File: config.mk
export PLATFORM = sky130hd
export DESIGN_NAME = hit_equation_evaluator
export DESIGN_NICKNAME = d
export VERILOG_FILES = /design/src/rtl/hit_eq_pkg.sv /design/src/rtl/equation_alu.sv /design/src/rtl/hit_equation_evaluator.sv
export SDC_FILE = /design/constraint.sdc
export NUM_CORES = 1
export LEC_CHECK = 0
export BUFFER_PORTS_ARGS = -buffer_cell sky130_fd_sc_hd__buf_2
export CORE_UTILIZATION = 50
export DETAILED_ROUTE_END_ITERATION = 8
export GPL_TIMING_DRIVEN = 0
export PLACE_DENSITY_LB_ADDON = 0.05
export SYNTH_ARGS = -nofsm -noshare
export SYNTH_HDL_FRONTEND = slang
export SYNTH_SLANG_ARGS = --single-unit
File: constraint.sdc
create_clock -name clk -period 3.4 [get_ports clk]
set_clock_uncertainty 0.1 [all_clocks]
set_input_delay 0.34 -clock clk [delete_from_list [all_inputs] [get_ports clk]]
set_output_delay 0.34 -clock clk [all_outputs]
set_load 0.05 [all_outputs]
File: src/rtl/hit_eq_pkg.sv
// Shared types and constants for the hit equation evaluator.
package hit_eq_pkg;

  typedef enum logic [2:0] {
    IDLE,
    WAIT_OP,
    WAIT_NUM,
    CHECK,
    SOLVED
  } state_t;

  localparam logic [1:0] OP_NONE  = 2'b00;
  localparam logic [1:0] OP_PLUS  = 2'b01;
  localparam logic [1:0] OP_MINUS = 2'b10;

endpackage

File: src/rtl/equation_alu.sv
// Saturating add/subtract of a zero-extended number value onto the accumulator.
module equation_alu #(
  parameter int unsigned VALUE_W = 4,
  parameter int unsigned ACC_W   = 8
) (
  input  logic [ACC_W-1:0]   acc,
  input  logic [VALUE_W-1:0] value,
  input  logic               subtract,
  output logic [ACC_W-1:0]   result
);

  logic [ACC_W-1:0] operand;
  logic [ACC_W:0]   sum;

  always_comb begin
    operand = ACC_W'(value);
    sum     = {1'b0, acc} + {1'b0, operand};
    if (subtract) begin
      result = (operand > acc) ? '0 : acc - operand;
    end else begin
      result = sum[ACC_W] ? '1 : sum[ACC_W-1:0];
    end
  end

endmodule

File: src/rtl/hit_equation_evaluator.sv
// Builds an equation from number/operand hits, compares against the level
// target and reports solved pulses, a saturating score and respawn requests.
module hit_equation_evaluator
  import hit_eq_pkg::*;
#(
  parameter int unsigned NUMBERS = 3,
  parameter int unsigned VALUE_W = 4,
  parameter int unsigned ACC_W   = 8,
  parameter int unsigned SCORE_W = 8
) (
  input  logic                         clk,
  input  logic                         resetN,
  input  logic                         startOfFrame,
  input  logic [NUMBERS-1:0]           SingleHitPulse,
  input  logic [1:0]                   operandHit,
  input  logic                         waterCollision,
  input  logic [NUMBERS*VALUE_W-1:0]   numberValues,
  input  logic [ACC_W-1:0]             target,
  output logic [ACC_W-1:0]             accumulator,
  output logic [1:0]                   pendingOp,
  output logic [NUMBERS-1:0]           respawnReq,
  output logic                         solved,
  output logic [SCORE_W-1:0]           score,
  output logic                         busy
);

  state_t               state, state_d;
  logic [ACC_W-1:0]     acc_d;
  logic [1:0]           op_d;
  logic [NUMBERS-1:0]   resp_d;
  logic                 solved_d;
  logic [SCORE_W-1:0]   score_d;

  logic                 hit_any;
  logic [NUMBERS-1:0]   hit_oh;
  logic [VALUE_W-1:0]   hit_val;
  logic [1:0]           op_hit;
  logic [ACC_W-1:0]     alu_result;

  // Lowest-index number hit wins.
  always_comb begin
    hit_any = 1'b0;
    hit_oh  = '0;
    hit_val = '0;
    for (int i = 0; i < NUMBERS; i++) begin
      if (SingleHitPulse[i] && !hit_any) begin
        hit_any   = 1'b1;
        hit_oh[i] = 1'b1;
        hit_val   = numberValues[i*VALUE_W +: VALUE_W];
      end
    end
  end

  assign op_hit = operandHit[0] ? OP_PLUS : (operandHit[1] ? OP_MINUS : OP_NONE);

  equation_alu #(
    .VALUE_W (VALUE_W),
    .ACC_W   (ACC_W)
  ) u_alu (
    .acc      (accumulator),
    .value    (hit_val),
    .subtract (pendingOp == OP_MINUS),
    .result   (alu_result)
  );

  // Next-state and next-output logic; water overrides everything.
  always_comb begin
    state_d  = state;
    acc_d    = accumulator;
    op_d     = pendingOp;
    resp_d   = '0;
    solved_d = 1'b0;
    score_d  = score;
    if (waterCollision) begin
      state_d = IDLE;
      acc_d   = '0;
      op_d    = OP_NONE;
    end else begin
      case (state)
        IDLE: begin
          if (hit_any) begin
            acc_d   = ACC_W'(hit_val);
            resp_d  = hit_oh;
            state_d = WAIT_OP;
          end
        end
        WAIT_OP: begin
          if (op_hit != OP_NONE) begin
            op_d    = op_hit;
            state_d = WAIT_NUM;
          end
        end
        WAIT_NUM: begin
          if (hit_any) begin
            acc_d   = alu_result;
            resp_d  = hit_oh;
            op_d    = OP_NONE;
            state_d = CHECK;
          end else if (op_hit != OP_NONE) begin
            op_d = op_hit;
          end
        end
        CHECK: begin
          if (accumulator == target) begin
            solved_d = 1'b1;
            if (score != '1) score_d = score + SCORE_W'(1);
            state_d = SOLVED;
          end else begin
            state_d = WAIT_OP;
          end
        end
        SOLVED: begin
          if (startOfFrame) begin
            acc_d   = '0;
            state_d = IDLE;
          end
        end
        default: state_d = IDLE;
      endcase
    end
  end

  always_ff @(posedge clk or posedge resetN) begin
    if (resetN) begin
      state       <= IDLE;
      accumulator <= '0;
      pendingOp   <= OP_NONE;
      respawnReq  <= '0;
      solved      <= 1'b0;
      score       <= '0;
      busy        <= 1'b0;
    end else begin
      state       <= state_d;
      accumulator <= acc_d;
      pendingOp   <= op_d;
      respawnReq  <= resp_d;
      solved      <= solved_d;
      score       <= score_d;
      busy        <= (state_d != IDLE);
    end
  end

endmodule

==> impl_results.md, run 1 <==
* Mean routed wirelength per cell at 14.6 um
* Vias in the first global route at 1,800
* Mapped cell area at 2030 um^2
* Hold Fails Final Rpt at 0
* CP arrival at 3250 ps
* Worst slew pin tran at 984 ps
* Worst VDD drop at 0.229 mV
* # Post-CTS Setup Buffers at 0
* Crit-path slowest cell: o21ai_0
* Number of synthesized flops with an enable pin at 0
* DRT Wirelength at 4900 um
* Worst slew margin at 34.3%
* NumNets Final at 330
* Via/cell ratio at 5.70
* CP required at 3520 ps
* CTS clk-pin slew, worst paths at 100 ps
* Max Cap Viol at 0
* I/O Buffers at 51
* Number of diodes at 0
* Fin crit share at 92.1%
* CP bufs+invs at 2
* Fraction of power spent switching nets at 34.5%
* GRT Total Usage at 25.1%
* Max Transition Viols Final at 0
* Cell internal pwr at 0.588 mW
* Synth top area share at 32.1%
* Sequential area share after synthesis at 32.1%
* Die outline width at 65.7 um
* Sequential share of power at 37.7%
* Largest net degree at the start of global routing at 27
* Initial drt markers at 129
* CP Capture Type: register
* Synth area leader: dfrtp_1
* P_leak at 1.23 nW
* Critical Path Source Type: input port
* DP HPWL at 3780 um
* Achievable Freq at 0.319 GHz
* Distinct cells, synth at 55
* # IOs at 52
* CP max stage delay at 400 ps
* Area Growth Syn to Fin at 19.1%
* Initial antenna violation count at 0
* Outcome: finished clean
* Cells along the critical path: buf_2 > nor2b_1 > a22oi_1 > o21ai_0 > ha_1 > inv_1 > fa_1 > nand2b_1 > a21oi_1 > a21oi_1 > a211o_1 > a21oi_1 > a211o_1
* First-pass DRT Iterations at 4
* CTS tree: yes
* Vias at 1,909
* Syn Area/Cell at 8.73 um^2
* Rows at 22
* Die ar. at 4310 um^2
* Post-route ant nets at 0
* Initial Utilization at 53.7%
* Gr ovfl total at 0
* Global-route wire length before repair at 8260 um
* Min Tclk post-route at 3130 ps
* Synth Warn # at 0
* Post-synthesis register bit count at 26
* Top post-synthesis cells by area: dfrtp_1 (32%), ha_1 (6.8%), a21oi_1 (4.4%), xor2_1 (4.3%), nor2_1 (4.1%)
* Kind of cell adding the most delay to the critical path: compound AO/OA/AOI/OAI gates
* Chip height at 65.7 um
* Clock Tree Root: clkbuf_8
* CTS H-tree depth at 1
* Setup TNS at 0 ps
* Reg2reg setup slack at 540 ps
* Mapped Cells at 232
* Worst-case clock buffer depth at 2
* Crit Path Category: input port to register
* Switch Pwr at 0.310 mW
* Core area at 3770 um^2
* Layout cells sized above 1 at 25.1%
* DRC at 0
* Asr flop ratio synth at 100%
* CTS Sinks at 26
* Syn Nets at 274
* Tot Pwr at 0.898 mW
* TritonCTS buffer count at 3
* Main synth FF type: dfrtp_1
* Comb power frac at 33.5%
* RSZ-0062 raised after global routing: no
* Worst Hold Class: input port to asynchronous set/reset pin
* Crit Path Max Fanout at 8
* Power per standard cell area at 372 nW/um^2
* Clock power share at 28.8%
* Setup violators final at 0
* Final GP Congestion at 0.834
* Worst-Skew Late Latency at 280 ps
* Most frequent CP cell: a21oi_1
==> sequential cells by signal (all words and copies together) (netlist names) <==
| register | flops |
|---|---|
| accumulator | 8 |
| busy | 1 |
| pendingOp | 2 |
| respawnReq | 3 |
| score | 8 |
| solved | 1 |
| state | 3 |
==> stage by stage <==
step | setup WS (ps) | hold slack (ps) | instance area (um^2) | std cells | utilization (%)
finish | 268 | 175 | 2410 | 335 | 64.0
global route | 35.0 | 271 | 2410 | 335 | 64.0
CTS | 294 | 221 | 2410 | 335 | 64.0
detailed placement | 30.8 | 414 | 2340 | 331 | 62.1
global placement | 35.5 | 393 | 2340 | 331 | 62.1
floorplan | 561 | 280 | 2030 | 232 | -
==> per-layer routing <==
metal | part of all wire (%) | track usage, % | up-vias
li1 | - | - | 937
met1 | 46 | 33.3 | 903
met2 | 47 | 42.3 | 62
met3 | 5.8 | 4.51 | 7
met4 | 0.86 | 5.16 | 0
met5 | 0 | 0 | -
==> power groups by stage <==
stage | Combinational, mW | Sequential, mW | Clock, mW
after floorplan | 0.177 | 0.387 | 0
after global placement | 0.295 | 0.345 | 0
after detailed placement | 0.297 | 0.345 | 0
after CTS | 0.300 | 0.339 | 0.267
after global routing | 0.337 | 0.341 | 0.277
final | 0.301 | 0.339 | 0.258
==> cell usage after synthesis, drive strengths merged (6+ instances only) <==
cell / instances
a21oi: 18
xor2: 11
nand2b: 6
dfrtp: 26
o21ai: 13
ha: 11
buf: 6
nor2: 22
nand2: 17
xnor2: 6
inv: 16
nor3: 6
==> what timing repair did <==
| action | 4_1_cts | 5_1_grt |
|---|---|---|
| hold buffers | 0 | 0 |
| gates resized for setup | 0 | 1 |
| endpoints found under the setup margin | 0 | 1 |
==> cells in the final DEF (no fill, tap or decap), drive strengths merged, types with 3 or more instances in the layout <==
master,instances
nand2b,6
nor3b,3
a22oi,5
nand4,3
xnor2,6
a22o,3
o21ai,13
nor4,5
buf,57
o211ai,3
a21oi,18
a211o,3
nor2,22
xor2,11
a21o,4
inv,16
nand2,17
and4,4
nor3,6
and2,3
o21a,3
ha,11
a211oi,3
dfrtp,26
clkbuf,8
==> final cells by class <==
class                      count  area, um^2
fill                         353        1360
multi-input combinational    179        1260
sequential                    26         651
timing repair buffer          51         255
inverter                      16        60.1
tap                           48        60.1
buffer                        11        57.6
clock buffer                   3        41.3
clock inverter                 1        30.0
==> worst paths after layout <==
| path | start | endpoint | cells past startpoint |
|---|---|---|---|
| max in group asynchronous | resetN | score[5] | 2 |
| worst max register to register | accumulator[0] | accumulator[5] | 9 |
| worst min-delay path | resetN | score[6] | 2 |
| worst max-delay path | SingleHitPulse[1] | accumulator[2] | 13 |
| worst min register to register | score[5] | score[5] | 1 |
| min in group clk | operandHit[0] | pendingOp[0] | 3 |
==> logic make-up (layout without fill, tap and decap cells) <==
logic type,Yosys count,count (layout),share of synthesized area [%]
AOI/OAI and AO/OA,69,69,23.2
xor gates and xnor gates,17,17,7.72
adders and majority gates,13,13,8.77
buffers and inverters,27,82,5.81
DFF,26,26,32.1
muxes,2,2,1.11
and+or+nand+nor,78,78,21.3
Note: power is estimated with default switching activity, not from simulation.
==> run 2, diff against run 1 <==
--- a/config.mk
+++ b/config.mk
@@ -6,7 +6,7 @@
 export NUM_CORES = 1
 export LEC_CHECK = 0
 export BUFFER_PORTS_ARGS = -buffer_cell sky130_fd_sc_hd__buf_2
-export CORE_UTILIZATION = 50
+export CORE_UTILIZATION = 53
 export DETAILED_ROUTE_END_ITERATION = 8
 export GPL_TIMING_DRIVEN = 0
 export PLACE_DENSITY_LB_ADDON = 0.05
==> impl_results.md, run 2 (synthesized netlist as in run 1, its figures left out) <==
* CP arrival at 3150 ps
* CTS tree: yes
* Initial antenna violation count at 0
* Fraction of power spent switching nets at 34.5%
* Kind of cell adding the most delay to the critical path: compound AO/OA/AOI/OAI gates
* DP HPWL at 3830 um
* CP Capture Type: register
* Routed wl met3 at 210 um
* Most common cell after layout, fill and taps aside: buf_2
* Hold buffer count at CTS at 0
* CP max stage delay at 400 ps
* Vias in the first global route at 1,709
* Power per standard cell area at 372 nW/um^2
* Number of diodes at 0
* Setup violators final at 0
* P_leak at 1.23 nW
* CTS Sinks at 26
* DRT Wirelength at 4900 um
* Cell internal pwr at 0.588 mW
* Rows at 22
* DRC at 0
* Metal2 WL at 2270 um
* CTS clk-pin slew, worst paths at 100 ps
* CP bufs+invs at 2
* CTS H-tree depth at 1
* I/O Buffers at 51
* Worst-Skew Late Latency at 270 ps
* Max Transition Viols Final at 0
* Fin crit share at 89.0%
* Chip height at 63.8 um
* Highest routed layer: met4
* Gr ovfl total at 0
* Outcome: finished clean
* Biggest regs: accumulator: 8 flops, score: 8 flops
* Met1 wire length at 2330 um
* Max Cap Viol at 0
* Switch Pwr at 0.309 mW
* Vias at 1,877
* TritonCTS buffer count at 3
* Achievable Freq at 0.331 GHz
* Crit-path slowest cell: fa_1
* Via/cell ratio at 5.60
* Min Tclk post-route at 3030 ps
* First-pass DRT Iterations at 4
* NumNets Final at 330
* Critical Path Source Type: input port
* Comb power frac at 33.7%
* Die ar. at 4070 um^2
* Post-route ant nets at 0
* Sequential share of power at 37.6%
* RSZ-0062 raised after global routing: no
* Tot Pwr at 0.898 mW
* Fin util at 65.9%
* Worst slew pin tran at 1000 ps
* Placed cells at 331
* Core area at 3660 um^2
* Mean routed wirelength per cell at 14.6 um
* Clock power share at 28.6%
* Worst VDD drop at 0.197 mV
* Final GP Congestion at 0.914
* Crit Path Category: input port to register
* Die outline width at 63.8 um
* Largest net degree at the start of global routing at 27
* Clock Tree Root: clkbuf_8
* CP required at 3520 ps
* Global-route wire length before repair at 8030 um
* Area Growth Syn to Fin at 19.1%
* Fill count at 324
* Layout cells sized above 1 at 25.1%
* Setup TNS at 0 ps
* GRT Total Usage at 25.5%
* Crit Path Max Fanout at 8
* Worst-case clock buffer depth at 2
* Cells along the critical path: buf_2 > nor2b_1 > a22oi_1 > o21ai_1 > ha_1 > inv_1 > fa_1 > nand2b_1 > a21oi_1 > a21oi_1 > a221o_1 > a21oi_1 > a211o_1
* Worst Hold Class: input port to asynchronous set/reset pin
* Final std cells w/o fill at 335
* Worst slew margin at 33.1%
* Initial Utilization at 55.3%
* # IOs at 52
* Commonest cells after routing, fill and taps aside: buf_2 (55), dfrtp_1 (26), nor2_1 (22)
* Hold Fails Final Rpt at 0
* Most frequent CP cell: a21oi_1
* Initial drt markers at 129
-- run 2: cell counts in the layout (fill, tap and decap cells not counted) --
Identical to the previous run, type by type.
-- run 2: power groups by stage --
stage                     Combinational, mW  Clock [mW]  Sequential [mW]
after floorplan                       0.177           0            0.387
after global placement                0.297           0            0.344
after detailed placement              0.299           0            0.344
after CTS                             0.301       0.264            0.338
after global routing                  0.333       0.276            0.341
final                                 0.303       0.257            0.338
-- run 2: worst register-to-register path, delay by kind of cell (launching register included) --
kind	cells	cell delay (ps)
buf+inv	1	90
flops	1	420
fa+ha+maj	2	640
compound gates	6	1300
-- run 2: layout make-up --
type                    instances  area, um^2  area share, %
multi-input cells             179        1260           52.1
flip-flops and latches         26         651           27.0
repair buffers                 51         255           10.6
inverters                      16        60.1           2.49
well taps                      48        60.1           2.49
plain buffers                  11        57.6           2.39
clock buffers                   3        41.3           1.71
clock inverters                 1        30.0           1.24
-- run 2: final timing paths --
kind | start | end | slack [ps] | depth (start not counted)
max | SingleHitPulse[1] | accumulator[2] | 370 | 13
min | resetN | solved | 190 | 2
max reg2reg | accumulator[0] | accumulator[5] | 780 | 9
min reg2reg | score[5] | score[5] | 410 | 1
max in group asynchronous | resetN | respawnReq[0] | 2400 | 2
min in group clk | operandHit[0] | pendingOp[0] | 240 | 3
-- run 2: metal layers --
layer  vias up  global-route usage [%]
met1       873                    35.7
met4         0                    9.09
met3        11                    2.14
met2        45                    41.0
met5         -                       0
li1        948                       -
-- run 2: stage by stage --
stage / area [um^2] / hold WS (ps) / setup WS (ps)
floorplan: 2030 / 280 / 561
global placement: 2340 / 396 / -27.0
detailed placement: 2340 / 407 / -14.9
CTS: 2410 / 215 / 261
global route: 2410 / 249 / 153
finish: 2410 / 190 / 375
-- run 2: repair_timing --
item,4_1_cts,5_1_grt
resized for setup,0,3
endpoints found under the setup margin,0,2
hold endpoints to repair,0,0
setup buffers,0,0
==> run 3, diff against run 2 <==
--- a/config.mk
+++ b/config.mk
@@ -6,7 +6,10 @@
 export NUM_CORES = 1
 export LEC_CHECK = 0
 export BUFFER_PORTS_ARGS = -buffer_cell sky130_fd_sc_hd__buf_2
-export CORE_UTILIZATION = 53
+export CELL_PAD_IN_SITES_DETAIL_PLACEMENT = 2
+export CELL_PAD_IN_SITES_GLOBAL_PLACEMENT = 2
+export CORE_UTILIZATION = 32
+export CTS_BUF_LIST = sky130_fd_sc_hd__clkbuf_2 sky130_fd_sc_hd__clkbuf_4 sky130_fd_sc_hd__clkbuf_8
 export DETAILED_ROUTE_END_ITERATION = 8
 export GPL_TIMING_DRIVEN = 0
 export PLACE_DENSITY_LB_ADDON = 0.05
==> impl_results.md, run 3 (synthesized netlist as in run 1, its figures left out) <==
* # Post-CTS Setup Buffers at 0
* Minimum hold slack at 222 ps
* Final GP Congestion at 0.771
* CP bufs+invs at 2
* Layout cells sized above 1 at 25.1%
* Cells along the critical path: buf_2 > clkbuf_1 > o21ai_1 > ha_1 > fa_1 > o21ba_2 > o21ai_0 > nor2_1 > nor3_1 > a32o_1 > a22o_1
* # IOs at 52
* CTS tree: yes
* Via/cell ratio at 5.33
* Area Growth Syn to Fin at 20.8%
* Crit-path slowest cell: o21ai_0
* Hold buffer count at CTS at 0
* Min Tclk post-route at 3150 ps
* Outcome: finished clean
* Placed cells at 358
* P_leak at 1.23 nW
* Kind of cell adding the most delay to the critical path: compound AO/OA/AOI/OAI gates
* Max Cap Viol at 0
* Worst VDD drop at 0.190 mV
* Power per standard cell area at 376 nW/um^2
* Critical Path Source Type: input port
* Chip height at 81.6 um
* Hold Fails Final Rpt at 0
* CTS Sinks at 26
* Vias at 1,928
* Rows at 28
* Initial antenna violation count at 0
* Worst slew pin tran at 1090 ps
* I/O Buffers at 51
* Crit Path Max Fanout at 10
* Fill count at 709
* Worst Hold Class: input port to asynchronous set/reset pin
* CP Capture Type: register
* DRC at 0
* CP arrival at 3280 ps
* GRT Total Usage at 20.2%
* DRT Wirelength at 6410 um
* CP max stage delay at 510 ps
* Largest net degree at the start of global routing at 27
* Core area at 6030 um^2
* Number of diodes at 0
* Gr ovfl total at 0
* Die ar. at 6650 um^2
* Worst slew margin at 27.3%
* Clock Tree Root: clkbuf_8
* Fin crit share at 92.7%
* NumNets Final at 330
* Initial drt markers at 79
* Worst-Skew Late Latency at 280 ps
* Final std cells w/o fill at 362
* Post-route ant nets at 0
* Fin util at 40.6%
* Setup TNS at 0 ps
* Most common cell after layout, fill and taps aside: buf_2
* Vias in the first global route at 2,021
* Achievable Freq at 0.317 GHz
* CTS clk-pin slew, worst paths at 100 ps
* RSZ-0062 raised after global routing: no
* Die outline width at 81.6 um
* Initial Utilization at 33.6%
* Crit Path Category: input port to register
* Max Transition Viols Final at 0
* Tot Pwr at 0.919 mW
* Commonest cells after routing, fill and taps aside: buf_2 (55), dfrtp_1 (26), nor2_1 (22)
* Mean routed wirelength per cell at 17.7 um
* TritonCTS buffer count at 3
* Setup violators final at 0
* Global-route wire length before repair at 10,200 um
* First-pass DRT Iterations at 4
* DP HPWL at 5220 um
* Biggest regs: accumulator: 8 flops, score: 8 flops
* CP required at 3530 ps
* CTS H-tree depth at 1
* Worst-case clock buffer depth at 2
run 3: what timing repair did:
action,4_1_cts,5_1_grt
setup endpoints to repair,0,5
hold endpoints to repair,0,0
resized for setup,0,2
run 3: layout make-up:
class	instances	area (um^2)	share of cell area, %
clock inverters	1	30.0	1.23
repair buffers	51	255	10.4
clock buffers	3	41.3	1.69
plain buffers	11	57.6	2.35
inverters	16	60.1	2.46
well taps	75	93.8	3.84
multi-input cells	179	1260	51.4
flip-flops and latches	26	651	26.6
run 3: final timing paths:
kind	start	to	slack, ps	cells after the start
max	SingleHitPulse[0]	accumulator[1]	250	11
min	resetN	pendingOp[0]	220	2
max reg2reg	accumulator[0]	accumulator[1]	480	9
min in group clk	operandHit[0]	pendingOp[0]	250	3
max in group asynchronous	resetN	accumulator[4]	2320	2
min reg2reg	score[5]	score[5]	420	1
run 3: per-layer routing:
layer  GRT usage (%)  routed length [um]  vias up  part of all wire (%)
met1            25.4                2880      968                    45
met4            3.39                  36        0                  0.56
li1                -                   -      934                     -
met5               0                   0        -                     0
met3            2.11                 128        4                   2.0
met2            37.4                3370       22                    53
run 3: power breakdown:
group          switching [mW]  internal [mW]
registers              0.0161          0.324
clock network           0.111          0.158
logic                   0.204          0.107
run 3: per-stage QoR:
step	setup WS [ps]	cell area (um^2)
floorplan	561	2030
global placement	-150	2370
detailed placement	-202	2370
CTS	68.6	2450
global route	17.8	2450
finish	248	2450
